## src/rtl/sensor_regfile_if.sv

```systemverilog
// rtl/sensor_regfile_if.sv - bus bundle for the double-buffered sensor register file
interface sensor_regfile_if #(
  parameter int DATA_W = 8,
  parameter int ADDR_W = 4
);
  logic              wr_en;
  logic [ADDR_W-1:0] wr_addr;
  logic [DATA_W-1:0] wr_data;
  logic              commit;
  logic              test_mode;
  logic              rd_en;
  logic [ADDR_W-1:0] rd_addr;
  logic [DATA_W-1:0] rd_data;
  logic              rd_valid;
  logic              wr_err;
  logic              stale;
  logic [7:0]        frame_cnt;

  // Producer of writes/commits/reads (host side)
  modport master (
    output wr_en, wr_addr, wr_data, commit, test_mode, rd_en, rd_addr,
    input  rd_data, rd_valid, wr_err, stale, frame_cnt
  );

  // The register file itself
  modport slave (
    input  wr_en, wr_addr, wr_data, commit, test_mode, rd_en, rd_addr,
    output rd_data, rd_valid, wr_err, stale, frame_cnt
  );
endinterface

```

## src/rtl/sensor_regfile.sv

```systemverilog
// rtl/sensor_regfile.sv - shadow/active sensor register banks with commit, test pattern and staleness
module sensor_regfile #(
  parameter int DATA_W    = 8,
  parameter int NUM_REGS  = 4,
  parameter int ADDR_W    = 4,
  parameter int TICK_DIV  = 1024,
  parameter int STALE_CYC = 2**20
) (
  input  logic            clk,
  input  logic            rst,
  sensor_regfile_if.slave bus
);
  localparam int DIV_W   = $clog2(TICK_DIV);
  localparam int STALE_W = $clog2(STALE_CYC + 1);

  logic [DATA_W-1:0]  shadow_q [NUM_REGS];
  logic [DATA_W-1:0]  shadow_d [NUM_REGS];
  logic [DATA_W-1:0]  active_q [NUM_REGS];
  logic [DATA_W-1:0]  active_d [NUM_REGS];
  logic [DATA_W-1:0]  pat_q, pat_d;
  logic [DIV_W-1:0]   div_q, div_d;
  logic [7:0]         frame_cnt_q, frame_cnt_d;
  logic [STALE_W-1:0] stale_cnt_q, stale_cnt_d;
  logic [DATA_W-1:0]  rd_data_q, rd_data_d;
  logic               rd_valid_q, rd_valid_d;
  logic               wr_err_q, wr_err_d;
  logic               tick;
  logic               commit_ok;

  // Commits only reach the active bank in normal mode; the pattern generator owns it otherwise
  assign commit_ok = bus.commit & ~bus.test_mode;

  // Shadow write; an address matching no register flags an error instead
  always_comb begin
    shadow_d = shadow_q;
    wr_err_d = 1'b0;
    if (bus.wr_en) begin
      wr_err_d = 1'b1;
      for (int i = 0; i < NUM_REGS; i++) begin
        if (bus.wr_addr == ADDR_W'(i)) begin
          shadow_d[i] = bus.wr_data;
          wr_err_d    = 1'b0;
        end
      end
    end
  end

  // Test-pattern divider; held at zero whenever test mode is off so entry is deterministic
  always_comb begin
    div_d = '0;
    pat_d = '0;
    tick  = 1'b0;
    if (bus.test_mode) begin
      if (div_q == DIV_W'(TICK_DIV - 1)) begin
        tick  = 1'b1;
        pat_d = pat_q + DATA_W'(1);
      end else begin
        div_d = div_q + DIV_W'(1);
        pat_d = pat_q;
      end
    end
  end

  // Active bank update; copying shadow_d forwards a same-cycle write into the snapshot
  always_comb begin
    active_d = active_q;
    if (tick) begin
      for (int i = 0; i < NUM_REGS; i++) begin
        active_d[i] = pat_q + DATA_W'(i);
      end
    end else if (commit_ok) begin
      active_d = shadow_d;
    end
  end

  // Frame counter and saturating staleness counter, both driven by active-bank updates
  always_comb begin
    frame_cnt_d = frame_cnt_q;
    stale_cnt_d = stale_cnt_q;
    if (tick || commit_ok) begin
      frame_cnt_d = frame_cnt_q + 8'd1;
      stale_cnt_d = '0;
    end else if (stale_cnt_q != STALE_W'(STALE_CYC)) begin
      stale_cnt_d = stale_cnt_q + STALE_W'(1);
    end
  end

  // Read port samples the pre-update active bank; unmapped addresses read as zero
  always_comb begin
    rd_valid_d = bus.rd_en;
    rd_data_d  = rd_data_q;
    if (bus.rd_en) begin
      rd_data_d = '0;
      for (int i = 0; i < NUM_REGS; i++) begin
        if (bus.rd_addr == ADDR_W'(i)) begin
          rd_data_d = active_q[i];
        end
      end
    end
  end

  // State registers
  always_ff @(posedge clk or posedge rst) begin
    if (rst) begin
      for (int i = 0; i < NUM_REGS; i++) begin
        shadow_q[i] <= '0;
        active_q[i] <= '0;
      end
      pat_q       <= '0;
      div_q       <= '0;
      frame_cnt_q <= '0;
      stale_cnt_q <= '0;
      rd_data_q   <= '0;
      rd_valid_q  <= 1'b0;
      wr_err_q    <= 1'b0;
    end else begin
      shadow_q    <= shadow_d;
      active_q    <= active_d;
      pat_q       <= pat_d;
      div_q       <= div_d;
      frame_cnt_q <= frame_cnt_d;
      stale_cnt_q <= stale_cnt_d;
      rd_data_q   <= rd_data_d;
      rd_valid_q  <= rd_valid_d;
      wr_err_q    <= wr_err_d;
    end
  end

  assign bus.rd_data   = rd_data_q;
  assign bus.rd_valid  = rd_valid_q;
  assign bus.wr_err    = wr_err_q;
  assign bus.frame_cnt = frame_cnt_q;
  assign bus.stale     = (stale_cnt_q == STALE_W'(STALE_CYC));
endmodule
```

## src/flat_wrapper.sv

```systemverilog
// flat-port wrapper written by rule: the top's interface ports become plain ports
module sensor_regfile_flat 
#(
  parameter int DATA_W    = 8,
  parameter int NUM_REGS  = 4,
  parameter int ADDR_W    = 4,
  parameter int TICK_DIV  = 1024,
  parameter int STALE_CYC = 2**20
)
  (clk, rst, bus_wr_en, bus_wr_addr, bus_wr_data, bus_commit, bus_test_mode, bus_rd_en, bus_rd_addr, bus_rd_data, bus_rd_valid, bus_wr_err, bus_stale, bus_frame_cnt);
  sensor_regfile_if #(.DATA_W(DATA_W), .ADDR_W(ADDR_W)) bus_i ();
  input  logic clk;
  input  logic rst;
  input wire logic [$bits(bus_i.wr_en)-1:0] bus_wr_en;
  input wire logic [$bits(bus_i.wr_addr)-1:0] bus_wr_addr;
  input wire logic [$bits(bus_i.wr_data)-1:0] bus_wr_data;
  input wire logic [$bits(bus_i.commit)-1:0] bus_commit;
  input wire logic [$bits(bus_i.test_mode)-1:0] bus_test_mode;
  input wire logic [$bits(bus_i.rd_en)-1:0] bus_rd_en;
  input wire logic [$bits(bus_i.rd_addr)-1:0] bus_rd_addr;
  output wire logic [$bits(bus_i.rd_data)-1:0] bus_rd_data;
  output wire logic [$bits(bus_i.rd_valid)-1:0] bus_rd_valid;
  output wire logic [$bits(bus_i.wr_err)-1:0] bus_wr_err;
  output wire logic [$bits(bus_i.stale)-1:0] bus_stale;
  output wire logic [$bits(bus_i.frame_cnt)-1:0] bus_frame_cnt;
  assign bus_i.wr_en = bus_wr_en;
  assign bus_i.wr_addr = bus_wr_addr;
  assign bus_i.wr_data = bus_wr_data;
  assign bus_i.commit = bus_commit;
  assign bus_i.test_mode = bus_test_mode;
  assign bus_i.rd_en = bus_rd_en;
  assign bus_i.rd_addr = bus_rd_addr;
  assign bus_rd_data = bus_i.rd_data;
  assign bus_rd_valid = bus_i.rd_valid;
  assign bus_wr_err = bus_i.wr_err;
  assign bus_stale = bus_i.stale;
  assign bus_frame_cnt = bus_i.frame_cnt;
  sensor_regfile #(.DATA_W(DATA_W), .NUM_REGS(NUM_REGS), .ADDR_W(ADDR_W), .TICK_DIV(TICK_DIV), .STALE_CYC(STALE_CYC)) u_core (.clk(clk), .rst(rst), .bus(bus_i));
endmodule
```

## config.mk

```make
export PLATFORM = sky130hd
export DESIGN_NAME = sensor_regfile_flat
export DESIGN_NICKNAME = d
export VERILOG_FILES = /design/src/rtl/sensor_regfile_if.sv /design/src/rtl/sensor_regfile.sv /design/src/flat_wrapper.sv
export SDC_FILE = /design/constraint.sdc
export NUM_CORES = 1
export LEC_CHECK = 0
export ABC_AREA = 0
export CAP_MARGIN = 20
export CORE_ASPECT_RATIO = 0.5
export CORE_MARGIN = 5
export CORE_UTILIZATION = 55
export DETAILED_ROUTE_END_ITERATION = 10
export PLACE_DENSITY_LB_ADDON = 0.2
export SLEW_MARGIN = 20
export SYNTH_ARGS = -nofsm -noshare
export SYNTH_HDL_FRONTEND = slang
export SYNTH_SLANG_ARGS = --single-unit
export TNS_END_PERCENT = 30
```

## constraint.sdc

```tcl
create_clock -name clk -period 4.95 [get_ports clk]
set_input_delay 0.7425 -clock clk [delete_from_list [all_inputs] [get_ports clk]]
set_output_delay 0.7425 -clock clk [all_outputs]
set_load 0.05 [all_outputs]
```

==> impl_metrics.tcl, run 1 <==
set metrics [dict create \
    pwr_density_cell_nw_per_um2 431.7 \
    die_w_um 157.2 \
    synth-simple-area-share_pct 16.60 \
    dr.pass1.iters 5 \
    cts_hold_buf 0 \
    layout_common_cells "dfrtp_1 (121), nor2_1 (42), clkdlybuf4s50_1 (40)" \
    n_antenna_cell 0 \
    period_needed_ns 3.181 \
    io_pins 41 \
    die_h_um 83.62 \
    reg2reg_slack_ns 2.59 \
    clock-sinks 121 \
    rows 26 \
    ff2ff_path_depth 7 \
    peakVddDrop_mv 0.2418 \
    synth_cell_types 52 \
    cts-root-buf "clkbuf_16" \
    synth_area_um2 5961 \
    cap_violations 0 \
    mostFrequentLayoutCell "dfrtp_1" \
    crit_path_start "u_core.stale_cnt_q[0]" \
    cp.required_ns 4.21 \
    grt_pass1_vias 4601 \
    post-cts-setup-buffer-count 0 \
    fillers 782 \
    drt_iter0_markers 346 \
    drive_gt1_share_pct 12.23 \
    wl_per_cell_um 19.40 \
    grt_max_degree 66 \
    ctsResizeCount 0 \
    portBuffers 40 \
    finClkSkew_ns 0.01154 \
    hold_class "register to register" \
    area_growth_pct 18.39 \
    muxShareOfSynthArea_pct 6.738 \
    vias 4591 \
    synth_xor_area_share_pct 6.024 \
    postSynthAreaPerCell_um2 10.61 \
    die_area_um2 13150 \
    report.power.total_uw 3047 \
    ys.flop_type "dfrtp_1" \
    start_util_pct 57.44 \
    worstMarginPinSlew_ns 0.9139 \
    cts_tree "done" \
    slew_headroom_pct 38.61 \
    leakagePower_uw 0.003019 \
    critPathLaunchType "register" \
    period_share_pct 64.26 \
    place_congestion 0.8577 \
    r2r-end "u_core.stale_cnt_q[17]" \
    status "finished clean" \
    htree_levels 4 \
    syn_inst 562 \
    grt_overflow 0 \
    finalMaxSlewViolations 0 \
    final_hold_viol_count 0 \
    max_freq_ghz 0.3144 \
    clk_latency_ns 0.42 \
    path_clk_slew_ns 0.05 \
    crit_arrival_ns 2.44 \
    routed_wl_mm 14.45 \
    yosys_warnings 0 \
    cp-endpoint "bus_stale" \
    seq_area_um2 3028 \
    synth_adder_area_share_pct 1.679 \
    core_area_um2 10380 \
    postSynthRegisterBits 121 \
    critPathKind "register to output port" \
    synth_compound_area_share_pct 14.95 \
    synth_edf_count 0 \
    yosysSeqAreaShare_pct 50.80 \
    final_util_pct 68.00 \
    synth_top_family_by_area "simple AND/OR/NAND/NOR gates" \
    grt_antenna_before_repair 0 \
    synth_nets 592 \
    multiInputGateArea_um2 2750 \
    numCtsBuffers 17 \
    worst_setup_path_end_kind "output port" \
    final.setup.tns_ns 0 \
    hold_start "u_core.bus.frame_cnt[7]" \
    grt_use_total_pct 23.45 \
    nNetsFinal 622 \
    grt_pass1_wl_mm 24.29 \
    r2r_start "u_core.div_q[0]" \
    setup_viol 0 \
    viasPerCell 6.162 \
    hpwl_mm 9.439 \
    synthArstFlopShare_pct 100.0 \
    rsz0062_at_grt "false" \
    cts.path.max_buffers 2 \
    postRouteAntennaNets 0 \
    crit_fanout 6 \
    post-route-drc-count 0 \
]
## worst max-delay path, cell delays in order, from the launching register on
cell and delay [ns]:
dfrtp_1 0.41, inv_1 0.07, ha_1 0.14, nor4b_1 0.23, nand3_1 0.22, nor2_1 0.15
clkdlybuf4s50_1 0.81
## kinds of logic (layout without fill, tap and decap cells)
group | Yosys count | after routing
compound gates | 125 | 125
mux | 34 | 34
xor+xnor | 41 | 41
buf+inv | 48 | 91
fa+ha+maj | 8 | 8
flops | 121 | 121
simple gates | 185 | 185
## registers in the layout (all words and copies together), names as in the netlist, 8 cells and up
register / flops
u_core.bus.frame_cnt: 8
u_core.shadow_q: 32
u_core.active_q: 32
u_core.bus.rd_data: 8
u_core.pat_q: 8
u_core.stale_cnt_q: 21
u_core.div_q: 10
## power by group
part / internal, uW / total (uW) / switching [uW]
sequential: 1150 / 1260 / 109
combinational: 234 / 526 / 292
clock: 828 / 1260 / 436
total: 2210 / 3050 / 837
## synth_stat cells (9+ instances only)
| cell type | count | area (um^2) |
|---|---|---|
| a211oi_1 | 11 | 82.58 |
| a21oi_1 | 19 | 95.09 |
| a221o_1 | 9 | 90.09 |
| and3_1 | 19 | 118.9 |
| clkbuf_1 | 31 | 116.4 |
| dfrtp_1 | 121 | 3028 |
| inv_1 | 11 | 41.29 |
| mux2_2 | 27 | 304.0 |
| nand2_1 | 32 | 120.1 |
| nand3_1 | 18 | 90.09 |
| nand4_1 | 9 | 56.30 |
| nor2_1 | 42 | 157.7 |
| nor2b_1 | 15 | 93.84 |
| o21ai_0 | 21 | 105.1 |
| o22ai_1 | 9 | 56.30 |
| o31ai_1 | 9 | 67.56 |
| or3_1 | 9 | 56.30 |
| xnor2_1 | 19 | 166.4 |
| xor2_1 | 22 | 192.7 |
## worst min-delay path by stage
stage                                    endpoint  slack (ns)  depth (start not counted)
after floorplan                   u_core.div_q[0]        0.42                          1
after global placement            u_core.div_q[0]        0.45                          1
after detailed placement  u_core.bus.frame_cnt[7]        0.46                          1
after CTS                 u_core.bus.frame_cnt[7]        0.47                          1
after global routing      u_core.bus.frame_cnt[7]        0.47                          1
final                     u_core.bus.frame_cnt[7]        0.46                          1
## per-stage QoR
stage | cells | setup WS [ns] | hold slack, ns | cell area, um^2
after CTS | 745 | 1.754 | 0.4693 | 7057
after global routing | 745 | 1.549 | 0.4738 | 7057
after detailed placement | 713 | 1.903 | 0.4583 | 6457
final | 745 | 1.769 | 0.4640 | 7057
after global placement | 713 | 1.920 | 0.4467 | 6457
after floorplan | 562 | 0.9933 | 0.4245 | 5961
## final cells by class
cell class | count | area share, %
flip-flops and latches | 121 | 42.91
well taps | 140 | 2.482
repair buffers | 48 | 6.525
clock buffers | 24 | 6.826
clock inverters | 8 | 1.667
multi-input cells | 393 | 38.97
inverters | 11 | 0.6206
## routing by layer
| layer | vias up | track usage (%) | wire [um] |
|---|---|---|---|
| met5 | - | 0 | 0 |
| met4 | 0 | 8.041 | 216 |
| met3 | 22 | 6.422 | 1012 |
| met2 | 175 | 34.11 | 6543 |
| met1 | 2270 | 33.85 | 6677 |
| li1 | 2124 | - | - |
(Power assumes the default switching activity.)
==> inputs of run 2 (changes only) <==
--- a/config.mk
+++ b/config.mk
@@ -9,7 +9,7 @@
 export CAP_MARGIN = 20
 export CORE_ASPECT_RATIO = 0.5
 export CORE_MARGIN = 5
-export CORE_UTILIZATION = 55
+export CORE_UTILIZATION = 53
 export DETAILED_ROUTE_END_ITERATION = 10
 export PLACE_DENSITY_LB_ADDON = 0.2
 export SLEW_MARGIN = 20
==> constraint.sdc (replaced) <==
create_clock -name clk -period 2.9 [get_ports clk]
set_input_delay 0.435 -clock clk [delete_from_list [all_inputs] [get_ports clk]]
set_output_delay 0.435 -clock clk [all_outputs]
set_load 0.05 [all_outputs]
==> impl_metrics.tcl, run 2 (synthesis results as in run 1) <==
set metrics [dict create \
    path_clk_slew_ns 0.06 \
    dr.pass1.iters 5 \
    die_area_um2 13600 \
    portBuffers 40 \
    peakVddDrop_mv 0.3656 \
    cts_tree "done" \
    pwr_density_cell_nw_per_um2 740.0 \
    final_cells 763 \
    cts-root-buf "clkbuf_16" \
    post-route-drc-count 0 \
    status "finished clean" \
    vias 4721 \
    r2r-end "u_core.pat_q[5]" \
    r2r_start "u_core.div_q[0]" \
    worst_setup_path_end_kind "output port" \
    cp-endpoint "bus_stale" \
    pwr-share-clk_pct 42.9 \
    mostFrequentLayoutCell "dfrtp_1" \
    htree_levels 4 \
    period_needed_ns 2.599 \
    grt_use_total_pct 23.56 \
    finClkSkew_ns 0.008063 \
    leakagePower_uw 0.003108 \
    nNetsFinal 635 \
    place_congestion 0.8523 \
    start_util_pct 54.29 \
    slew_headroom_pct 55.66 \
    p_comb_share_pct 17.1 \
    area_growth_pct 21.20 \
    cts.path.max_buffers 2 \
    routed_wl_mm 15.09 \
    viasPerCell 6.187 \
    crit_path_start "u_core.stale_cnt_q[0]" \
    hold_class "primary input to async pin" \
    grt_antenna_before_repair 0 \
    drt_iter0_markers 442 \
    critPathKind "register to output port" \
    final.setup.tns_ns 0 \
    postRouteAntennaNets 0 \
    post-cts-setup-buffer-count 0 \
    numCtsBuffers 17 \
    sequentialPowerShare_pct 40.1 \
    core_area_um2 10980 \
    ctsResizeCount 1 \
    rows 27 \
    reg2reg_slack_ns 0.91 \
    largestRegisters "u_core.active_q x32, u_core.shadow_q x32, u_core.stale_cnt_q x21" \
    rsz0062_at_grt "false" \
    cp.required_ns 2.47 \
    swShare_pct 27.65 \
    fin_ws_ns 0.3014 \
    grt_pass1_vias 4730 \
    p_int_uw 3868 \
    critPathLaunchType "register" \
    grt_overflow 0 \
    grt_max_degree 71 \
    final_hold_viol_count 0 \
    period_share_pct 89.61 \
    clock-sinks 121 \
    p_sw_uw 1478 \
    n_antenna_cell 0 \
    worstMarginPinSlew_ns 0.6626 \
    crit_fanout 6 \
    hpwl_mm 9.730 \
    wl_per_cell_um 19.78 \
    drive_gt1_share_pct 14.72 \
    cts_hold_buf 0 \
    finalMaxSlewViolations 0 \
    ff2ff_path_depth 5 \
    layout_common_cells "dfrtp_1 (121), nor2_1 (42), clkdlybuf4s50_1 (39)" \
    max_freq_ghz 0.3848 \
    die_w_um 160.0 \
    placedCellCount 731 \
    io_pins 41 \
    crit_arrival_ns 2.16 \
    clk_latency_ns 0.42 \
    place_ws_ns 0.2029 \
    grt_pass1_wl_mm 25.38 \
    die_h_um 84.99 \
    setup_viol 0 \
    cap_violations 0 \
]
[run 2: cell types whose count changed in the layout (fill, tap and decap cells not counted), sizes merged]
cell           change
buf               +13
clkbuf             -4
clkinvlp           +3
bufinv             +1
clkdlybuf4s50      -1
clkinv             +1
dlygate4sd2        +1
inv                -1
[run 2: area by class of cell]
class / count / area [um^2]
Fill cell: 860 / 3755
Sequential cell: 121 / 3028
Multi-Input combinational cell: 393 / 2750
Timing Repair Buffer: 61 / 581.8
Clock buffer: 20 / 466.7
Tap cell: 145 / 181.4
Clock inverter: 12 / 171.4
Inverter: 11 / 45.04
[run 2: critical path, stage by stage (launching register included)]
cell and delay (ns):
dfrtp_1 0.42, inv_1 0.07, ha_1 0.13, nor4b_1 0.22
nand3_1 0.22, nor2_1 0.14, dlygate4sd2_1 0.53
[run 2: worst min-delay path by stage]
| stage | start | to | slack [ns] | cells after the start |
|---|---|---|---|---|
| after global placement | u_core.div_q[0] | u_core.div_q[0] | 0.45 | 1 |
| after global routing | rst | u_core.stale_cnt_q[5] | 0.43 | 2 |
| after floorplan | u_core.div_q[0] | u_core.div_q[0] | 0.42 | 1 |
| after detailed placement | u_core.div_q[0] | u_core.div_q[0] | 0.46 | 1 |
| after CTS | rst | u_core.stale_cnt_q[5] | 0.41 | 2 |
| final | rst | u_core.stale_cnt_q[5] | 0.40 | 2 |
[run 2: per-layer routing]
layer | global-route usage, % | vias to the layer above | share of wire, %
li1 | - | 2149 | -
met1 | 32.85 | 2388 | 47
met2 | 37.01 | 158 | 46
met3 | 5.871 | 26 | 5.3
met4 | 6.714 | 0 | 1.5
met5 | 0 | - | 0
[run 2: metrics by stage]
stage	hold WS [ns]	instance area, um^2	power, uW	util [%]
floorplan	0.4245	5964	2758	-
global placement	0.4490	6588	3041	60.00
detailed placement	0.4629	6588	3073	60.00
CTS	0.4139	7224	5364	65.80
global route	0.4309	7224	5559	65.80
finish	0.3971	7224	5346	65.80
[run 2: power groups by stage]
stage / clock (uW) / combinational, uW / sequential [uW]
2_1_floorplan: 0 / 454 / 2300
3_3_place_gp: 0 / 890 / 2150
3_5_place_dp: 0 / 913 / 2160
4_1_cts: 2310 / 919 / 2140
5_1_grt: 2390 / 992 / 2180
6_report: 2290 / 913 / 2140
==> variant, RTL diff (flow settings as in run 1) <==
`TICK_DIV` is set to 1024 in 2 places; all go to 2048.
--- a/src/rtl/sensor_regfile.sv
+++ b/src/rtl/sensor_regfile.sv
@@ -4,5 +4,5 @@
   parameter int NUM_REGS  = 4,
   parameter int ADDR_W    = 4,
-  parameter int TICK_DIV  = 1024,
+  parameter int TICK_DIV  = 2048,
   parameter int STALE_CYC = 2**20
 ) (
--- a/src/flat_wrapper.sv
+++ b/src/flat_wrapper.sv
@@ -5,5 +5,5 @@
   parameter int NUM_REGS  = 4,
   parameter int ADDR_W    = 4,
-  parameter int TICK_DIV  = 1024,
+  parameter int TICK_DIV  = 2048,
   parameter int STALE_CYC = 2**20
 )
Behaviour: same outputs for any inputs over 4 cycles, from zero or initial values and one cycle with rst high; that may be too few to reach the edited logic, so the function may still have changed.
==> variant against run 1 <==
First-iteration DRC count down 3.2%; sequential cell count up 1; area after synthesis is 3.4% higher; final area is 0.80% higher; sequential share of layout area is essentially flat; total power down 4.6%; count of clock-buffer cells in the layout fell by 2; worst setup slack got worse by 0.062 ns; routed wire length shrank 1.3%; via count decreased by 3.1%; non-clock buffer count shrank 2; combinational power down 2%; clock power decreased by 9.5%; largest cell class unchanged; largest power group unchanged.
==> variant: results (changes against run 1) <==
stage;metric;value;unit;change
yosys;Avg Cell Area, Syn;11.0;um2;+4.0%
floorplan;row cnt;27;;+3.8%
route;Avg WL per Cell;19.1;um;-1.5%
placement;pre-CTS setup slack;1.55;ns;-0.352 ns
critical_path;Reg2Reg Setup Slack;2.32;ns;-0.27 ns
sta;hold slack;0.469;ns;+0.00479 ns
yosys;commonest cells in the netlist;122 x dfrtp_1, 46 x nor2_1, 29 x nand2_1, 28 x xor2_1, 26 x o21ai_0;;
route;DRT Wirelength;14.3;mm;-1.3%
yosys;top post-synthesis cells by area;dfrtp_1 50%, xor2_1 4.0%, mux2_2 3.5%;;
cells_and_area;clkbuf count;22;;-8.3%
placement;Post-DP Area;0.00656;mm2;+1.6%
yosys;Synth Area in XOR/XNOR;0.0668;;+0.00654
yosys;adder-cell area share of the yosys netlist;0.0162;;-0.000552
route;DR vias/cell;5.97;;-3.2%
pwr;Peak supply drop;0.201;mV;-17%
cells_and_area;share of layout cells above drive strength 1;0.156;;+0.0341
run_status;status;finished, final reports clean;;
cells_and_area;Non-clk bufs;46;;-4.2%
global_routing;vias in the first global route;4364;;-5.2%
yosys;Syn Nets;589;;-0.51%
cells_and_area;fin util;0.648;;-0.0321
cells_and_area;Data buffer area share;0.0631;;-0.00210
yosys;Synth Area in Compound Gates;0.136;;-0.0134
cells_and_area;multi-input combinational area share;0.399;;+0.00976
cells_and_area;Fill cells;832;;+6.4%
## variant: cell count changes after synthesis, sizes merged, moves of 6 or more
cell / before / now
a221o: 9 / 3
nand4: 9 / 16
buf: 5 / 22
a221oi: 7 / 0
xor2: 22 / 28
nor2b: 15 / 4
o221ai: 7 / 1
a21o: 3 / 11
o2bb2ai: 2 / 8
clkbuf: 32 / 13
## variant: worst reg2reg max path, stage by stage (launching register included)
cell     delay (ns)
dfrtp_1        0.42
ha_1           0.28
nand3_1        0.28
nor3_2         0.85
mux2_2         0.43
mux2_2         0.27
## variant: power breakdown
part           internal, mW  switching, mW  leakage (nW)
combinational         0.233          0.282          1.28
sequential             1.15          0.100          1.57
clock                 0.707          0.432         0.273
## variant: routing by layer
layer,part of all wire,vias to the layer above,track usage
li1,-,2095,-
met1,0.49,2226,0.323
met2,0.45,111,0.333
met3,0.047,18,0.0563
met4,0.011,0,0.0583
met5,0,-,0
